`src/rtl/uart_tx_buffered.sv`:
```
// uart_tx_buffered: byte FIFO feeding an 8N1 UART transmitter, frame starts gated by cts_in
// Ports: clk_in/rst_in clock and sync active-high reset; data_in/valid_in/ready_out enqueue handshake;
// cts_in clear-to-send; tx_out serial line (idle high); busy_out frame on line; count_out queued bytes.
module uart_tx_buffered #(
    parameter int BAUD_COUNT = 645,
    parameter int FIFO_DEPTH = 8
) (
    input  logic                          clk_in,
    input  logic                          rst_in,
    input  logic [7:0]                    data_in,
    input  logic                          valid_in,
    output logic                          ready_out,
    input  logic                          cts_in,
    output logic                          tx_out,
    output logic                          busy_out,
    output logic [$clog2(FIFO_DEPTH):0]   count_out
);
    localparam int AW = $clog2(FIFO_DEPTH);
    localparam int CW = AW + 1;
    localparam int BW = $clog2(BAUD_COUNT);
    localparam logic [BW-1:0] BAUD_LAST = BW'(BAUD_COUNT - 1);
    localparam logic [CW-1:0] DEPTH = CW'(FIFO_DEPTH);

    typedef enum logic [1:0] {IDLE, START, DATA, STOP} state_t;

    logic [7:0]    mem [FIFO_DEPTH];
    logic [AW-1:0] wr_ptr, rd_ptr;
    logic [CW-1:0] count;
    logic          wr_en, pop;

    state_t        state, state_d;
    logic [BW-1:0] baud, baud_d;
    logic [2:0]    bit_idx, bit_d;
    logic [7:0]    shift, shift_d;
    logic          baud_done, can_start;

    // ready comes from the registered count, so a full FIFO rejects writes even while popping
    assign ready_out = count < DEPTH;
    assign wr_en     = valid_in && ready_out;
    assign count_out = count;
    assign baud_done = baud == BAUD_LAST;
    assign can_start = count != '0 && cts_in;
    assign busy_out  = state != IDLE;
    assign tx_out    = state == START ? 1'b0 : state == DATA ? shift[0] : 1'b1;

    always_ff @(posedge clk_in)
        if (wr_en) mem[wr_ptr] <= data_in;

    always_ff @(posedge clk_in) begin
        if (rst_in) begin
            wr_ptr <= '0;
            rd_ptr <= '0;
            count  <= '0;
        end else begin
            if (wr_en) wr_ptr <= wr_ptr + 1'b1;
            if (pop) rd_ptr <= rd_ptr + 1'b1;
            count <= count + CW'(wr_en) - CW'(pop);
        end
    end

    always_ff @(posedge clk_in) begin
        if (rst_in) begin
            state   <= IDLE;
            baud    <= '0;
            bit_idx <= '0;
            shift   <= '0;
        end else begin
            state   <= state_d;
            baud    <= baud_d;
            bit_idx <= bit_d;
            shift   <= shift_d;
        end
    end

    // The last STOP cycle may pop directly into a new START, giving gapless back-to-back frames
    always_comb begin
        state_d = state;
        baud_d  = baud + 1'b1;
        bit_d   = bit_idx;
        shift_d = shift;
        pop     = 1'b0;
        case (state)
            IDLE: begin
                baud_d = '0;
                if (can_start) begin
                    pop     = 1'b1;
                    shift_d = mem[rd_ptr];
                    state_d = START;
                end
            end
            START: if (baud_done) begin
                baud_d  = '0;
                bit_d   = '0;
                state_d = DATA;
            end
            DATA: if (baud_done) begin
                baud_d  = '0;
                shift_d = shift >> 1;
                bit_d   = bit_idx + 1'b1;
                if (bit_idx == 3'd7) state_d = STOP;
            end
            STOP: if (baud_done) begin
                baud_d = '0;
                if (can_start) begin
                    pop     = 1'b1;
                    shift_d = mem[rd_ptr];
                    state_d = START;
                end else begin
                    state_d = IDLE;
                end
            end
            default: state_d = IDLE;
        endcase
    end
endmodule

```
`config.mk`:
```
export PLATFORM = sky130hd
export DESIGN_NAME = uart_tx_buffered
export DESIGN_NICKNAME = d
export VERILOG_FILES = /design/src/rtl/uart_tx_buffered.sv
export SDC_FILE = /design/constraint.sdc
export NUM_CORES = 1
export LEC_CHECK = 0
export BUFFER_PORTS_ARGS = -buffer_cell sky130_fd_sc_hd__buf_2
export CAP_MARGIN = 5
export CORE_ASPECT_RATIO = 0.6
export CORE_MARGIN = 2
export CORE_UTILIZATION = 48
export CTS_CLUSTER_SIZE = 20
export DETAILED_ROUTE_END_ITERATION = 6
export PLACE_DENSITY_LB_ADDON = 0.12
export SYNTH_ARGS = -nofsm -noshare
export SYNTH_HDL_FRONTEND = slang
export SYNTH_SLANG_ARGS = --single-unit
```
`constraint.sdc`:
```
create_clock -name clk_in -period 7.5 [get_ports clk_in]
set_input_delay 0.75 -clock clk_in [delete_from_list [all_inputs] [get_ports clk_in]]
set_output_delay 0.75 -clock clk_in [all_outputs]
set_load 0.005 [all_outputs]
```
; After elaboration in Yosys (flattened, before gate mapping)
; Memories as Yosys holds them, arrays and structs flattened. A register that Yosys moved wholly into a read port is not among the register bits.
; Index checks and enable logic that the tools add are counted.
[totals]
input_bits = 12
mem_count = 1
rom_bits = 0
elab_cells = 61
ramBits = 64
ff_bits = 33
latch_bits = 0
out_inout_bits = 7
[mem_list]
columns = name, depth, word_bits, rd, rd_ports_with_merged_regs, wr, line_no
row1 = mem, 8, 8, 1, 1, 1, 26  ; logic [7:0] mem [FIFO_DEPTH];
[classes]
n_shift = 0
n_bitwise = 0
reduce_logical = 11
div = 0
n_mul = 0
eq_ne = 10
n_mux = 25
magnitude_cmp = 1
n_addsub = 6
[op_table]
columns = operator, count
row1 = 8-bit two-way mux, 3
row2 = 8-bit one-hot mux with 3 select lines, 1
row3 = 10-bit one-hot mux with 2 select lines, 1
row4 = 3-bit two-way mux, 4
row5 = 10-bit by 1-bit adder with 10-bit output (second input constant), 1
row6 = 10-bit equality test (second input constant), 1
row7 = 10-bit two-way mux, 1
row8 = 2-bit two-way mux, 5
row9 = 3-bit by 1-bit adder with 3-bit output (second input constant), 3
row10 = 2-bit != test (second input constant), 4
row11 = 2-bit one-hot mux with 4 select lines, 1
row12 = 1-bit two-way mux, 7
row13 = 3-bit one-hot mux with 2 select lines, 1
row14 = 3-bit AND reduction, 2
row15 = 5-bit AND reduction, 1
row16 = 4-bit by 1-bit adder with 4-bit output, 1
row17 = 2-bit equality test (second input constant), 2
row18 = 4-bit < comparator (second input constant), 1
row19 = 2-bit nonzero test, 2
row20 = 4-bit nonzero test, 1
row21 = 4-bit by 1-bit subtractor with 4-bit output, 1
row22 = 3-bit equality test (second input constant), 1
row23 = 3-bit nonzero test, 1
row24 = 3-bit OR reduction, 1
row25 = 5 further kinds, 6

; Longest topological paths before layout
[logic_depth]
depth_word = 7
mapped_depth = 11
ltp_nobuf = 11

; Worst setup path after synthesis
; OpenSTA, ideal clock, no wires.
[synth_path]
path_kind = register to register
start = reg baud[0]
end = reg count[3] (netlist: count_out[3])
t_arrival_ps = 2382
stages_incl_launch_ff = 11
synth_period_minus_slack_ps = 2510
required_time_ps = 7372
n_path_buf = 0
path_slack_ps = 4990
setup_time_ps = 128
cell_sequence = dfxtp_1 -> inv_1 -> ha_1 -> nand4bb_1 -> o41a_4 -> or3_2 -> ha_1 -> a21o_1 -> a21oi_1 -> xnor2_1 -> nor2_1
[synth_between]
elab_chain_len = 4
[synth_lines]
columns = element, line_no
row1 = "start, declared", 32  ; logic [BW-1:0] baud, baud_d;
row2 = "start signal, assigned", 69  ; baud <= baud_d;
row3 = 10-bit equality test, 41  ; assign baud_done = baud == BAUD_LAST;
row4 = 1-bit two-way mux, 102  ; STOP: if (baud_done) begin
row5 = 1-bit one-hot mux with 2 select lines, 82  ; case (state)
row6 = 4-bit by 1-bit subtractor with 4-bit output, 57  ; count <= count + CW'(wr_en) - CW'(pop);
row7 = "end signal, assigned", 57
row8 = "end, declared", 28  ; logic [CW-1:0] count;
; Every way passes these cells.
; A chain may end at the register's enable or synchronous reset.

; Worst setup path in the final report
; Same ends and word-level chain as after synthesis.

==> summary.md <==
| Metric | Value |
|---|---|
| Syn Nets | 339 |
| Post-DRT Antenna Nets | 0 |
| Core Region | 0.00856 mm^2 |
| Area post-placement | 0.00446 mm^2 |
| Clock Tree Buf Depth | 2 |
| Initial antenna violation count | 0 |
| Syn_area_per_cell | 13.7 um^2 |
| Synth unique cells | 43 |
| Post-layout minimum cycle time | 2.71 ns |
| Post-cts gate resize count | 0 |
| Gr usage total | 17.9% |
| Die height | 76.9 um |
| Area Growth Syn to Fin | 12.0% |
| Number of remaining DRC errors | 0 |
| Max-slew violations | 0 |
| Finished Cell Area | 0.00476 mm^2 |
| Crit path required time | 7.72 ns |
| Port Buffers | 18 |
| Hold crit path type | reg2reg |
| Final wirelength | 7760 um |
| CP endpoint kind | register |
| Max H-tree Level | 3 |
| Final Setup Violations | 0 |
| I/O pin count | 19 |
| Clock-pin slew on the worst setup and hold paths | 0.07 ns |
| Yosys warning count | 0 |
| CP max stage delay | 0.53 ns |
| Detailed Route Iter0 Violations | 189 |
| Layout Nets | 358 |
| Share of post-route cells with drive strength above 1 | 19.4% |
| Routed len/inst | 17.4 um |
| Seq/Total Area, Yosys | 62.2% |
| RSZ-0062 raised after global routing | no |
| Critical path's most frequent cell | ha_1 |
| Pwr dens | 329 mW/mm^2 |
| Critical path class | reg2reg |
| Clk_lat worst skew | 0.34 ns |
| Cts bufs inserted | 9 |
| Starting Density | 49.7% |
| Worst vdd ir | 166 uV |
| Post-Synthesis Cells | 311 |
| Clock Skew | 0.00624 ns |
| Via density | 5.47 |
| CTS tree | built |
| # fillers | 735 |
| Final Hold Vio Count | 0 |
| CTS Hold Buffers Added | 0 |
| Via Count | 2,446 |
| Arr. time, crit path | 2.92 ns |
| Synth Register Bits | 100 |
| CTS root buffer | clkbuf_16 |
| Crit-path leading delay family | compound AO/OA/AOI/OAI gates |
| # Max-Cap Violations | 0 |
| First-pass GRT wire length | 13,000 um |
| First-pass iteration count of the detailed router | 4 |
| Gr ovfl total | 0 |
| Fmax | 370 MHz |
| Max Fanout on Critical Path | 8 |
| Outcome | finished, final reports clean |
| Slew @ Worst Pin | 1.19 ns |
| Worst setup SP type | register |
| Final period utilization | 36.1% |
| Antenna Cells | 0 |
| Worst Path Buf+Inv | 1 |
| Footprint of the multi-input gates | 0.00149 mm^2 |
| Vias in the first global route | 2,395 |
| Post-Route Setup TNS | 0 ns |
| Clock Sinks | 100 |
| DIE AREA | 0.00965 mm^2 |
| Reg area | 0.00264 mm^2 |
| Slew HR | 19.8% |
| Slowest-stage cell, CP | o41a_4 |
| Final GP Congestion | 0.741 |
| Largest net degree at the start of global routing | 31 |
| Leak Pwr | 1.59 nW |
| Num rows | 26 |
| Setup Buffers After CTS | 0 |
| Die Width | 126 um |
| Netlist Area Pre-Place | 0.00425 mm^2 |
| DP Wirelength | 5340 um |
| Worst-path cell chain | inv_1 -> ha_1 -> nand4bb_1 -> o41a_4 -> or3_2 -> ha_1 -> a21o_1 -> a21oi_1 -> xnor2_1 -> nor2_1 |
==> final timing paths <==
kind         startpoint      endpoint  slack, ns  cells past startpoint
max             baud[0]  count_out[3]       4.79                     10
min            shift[6]      shift[6]       0.47                      1
max reg2reg     baud[0]  count_out[3]       4.79                     10
min reg2reg    shift[6]      shift[6]       0.47                      1
==> power breakdown <==
group          switching, mW  internal, mW
Clock                  0.202         0.260
Sequential            0.0604         0.649
Combinational          0.199         0.196
Total                  0.461          1.10
==> registers in the layout, summed over array words and instances (netlist names), named ones only <==
signal / cells
state: 2
rd_ptr: 3
mem: 64
shift: 8
wr_ptr: 3
baud: 10
count_out: 4
bit_idx: 3
==> per-layer routing <==
metal	global-route usage, %	wire length, um
met4	5.67	71
met2	23.5	3200
met5	0	0
met1	28.2	4110
met3	5.23	370
==> metrics by stage <==
step / hold slack [ns] / total power, mW / util (%) / instances / worst slack (ns)
after floorplan: 0.441 / 1.01 / - / 311 / 4.99
after global placement: 0.448 / 1.11 / 52.1 / 430 / 4.77
after detailed placement: 0.457 / 1.12 / 52.1 / 430 / 4.64
after CTS: 0.473 / 1.58 / 55.6 / 446 / 4.77
after global routing: 0.490 / 1.67 / 55.7 / 447 / 4.56
final: 0.468 / 1.57 / 55.7 / 447 / 4.79
==> synth_stat cells, drive strengths merged <==
cell type | instances | share of area, %
o21a | 1 | 0.18
mux2 | 1 | 0.26
dfxtp | 36 | 17
nor4bb | 1 | 0.24
fa | 1 | 0.47
a2111oi | 1 | 0.21
or3 | 5 | 0.82
xnor2 | 9 | 1.9
o22a | 7 | 1.4
a311oi | 1 | 0.21
o21ai | 6 | 0.71
o2bb2ai | 1 | 0.21
buf | 4 | 0.41
nand2 | 11 | 0.97
mux2i | 1 | 0.24
a21o | 1 | 0.18
nand3 | 5 | 0.59
clkbuf | 8 | 0.71
a21oi | 20 | 2.4
edfxtp | 64 | 45
nor4b | 1 | 0.21
or4 | 1 | 0.26
nand4bb | 1 | 0.26
nor4 | 2 | 0.29
nand3b | 1 | 0.18
o41a | 1 | 0.50
ha | 15 | 4.4
xor2 | 4 | 0.82
nor2b | 3 | 0.44
a32o | 8 | 1.9
inv | 23 | 2.0
o31ai | 2 | 0.35
a221oi | 1 | 0.21
or3b | 2 | 0.47
or2 | 3 | 0.44
nor2 | 26 | 2.3
o211ai | 1 | 0.18
nor3 | 9 | 1.1
mux4 | 16 | 8.5
nand2b | 7 | 1.0
==> area by class of cell <==
cell class / instances / share of cell area, %
Sequential cell: 100 / 55.5
Timing Repair Buffer: 20 / 2.21
Multi-Input combinational cell: 176 / 31.3
Clock inverter: 7 / 1.52
Inverter: 23 / 1.81
Tap cell: 112 / 2.94
Clock buffer: 9 / 4.73
==> layout by cell type, fill, tap and decap left out, types with 2 or more instances in the layout <==
cell,netlist,final
or2_2,3,3
nor2_1,26,26
mux4_2,16,16
a21oi_1,20,20
nand2b_1,7,7
xnor2_1,9,9
buf_2,2,18
nand2_1,11,11
clkbuf_16,0,9
or3_1,2,2
ha_1,15,15
or3_2,3,3
o31ai_1,2,2
nor3_1,9,7
inv_1,23,23
dfxtp_1,36,36
a32o_1,8,8
nand3_1,5,5
nor2b_1,3,3
edfxtp_1,64,64
inv_6,0,3
o21ai_0,6,6
o22a_1,7,7
xor2_1,4,4
nor3_2,0,2
==> kinds of logic after synthesis <==
group	count (synthesis)	synth area share (%)
xor+xnor	13	2.68
flops	100	62.2
mux	18	8.98
buf+inv	35	3.15
compound gates	51	8.59
simple gates	78	9.56
fa+ha+maj	16	4.89
No activity file was read; power rests on OpenSTA's default activity.
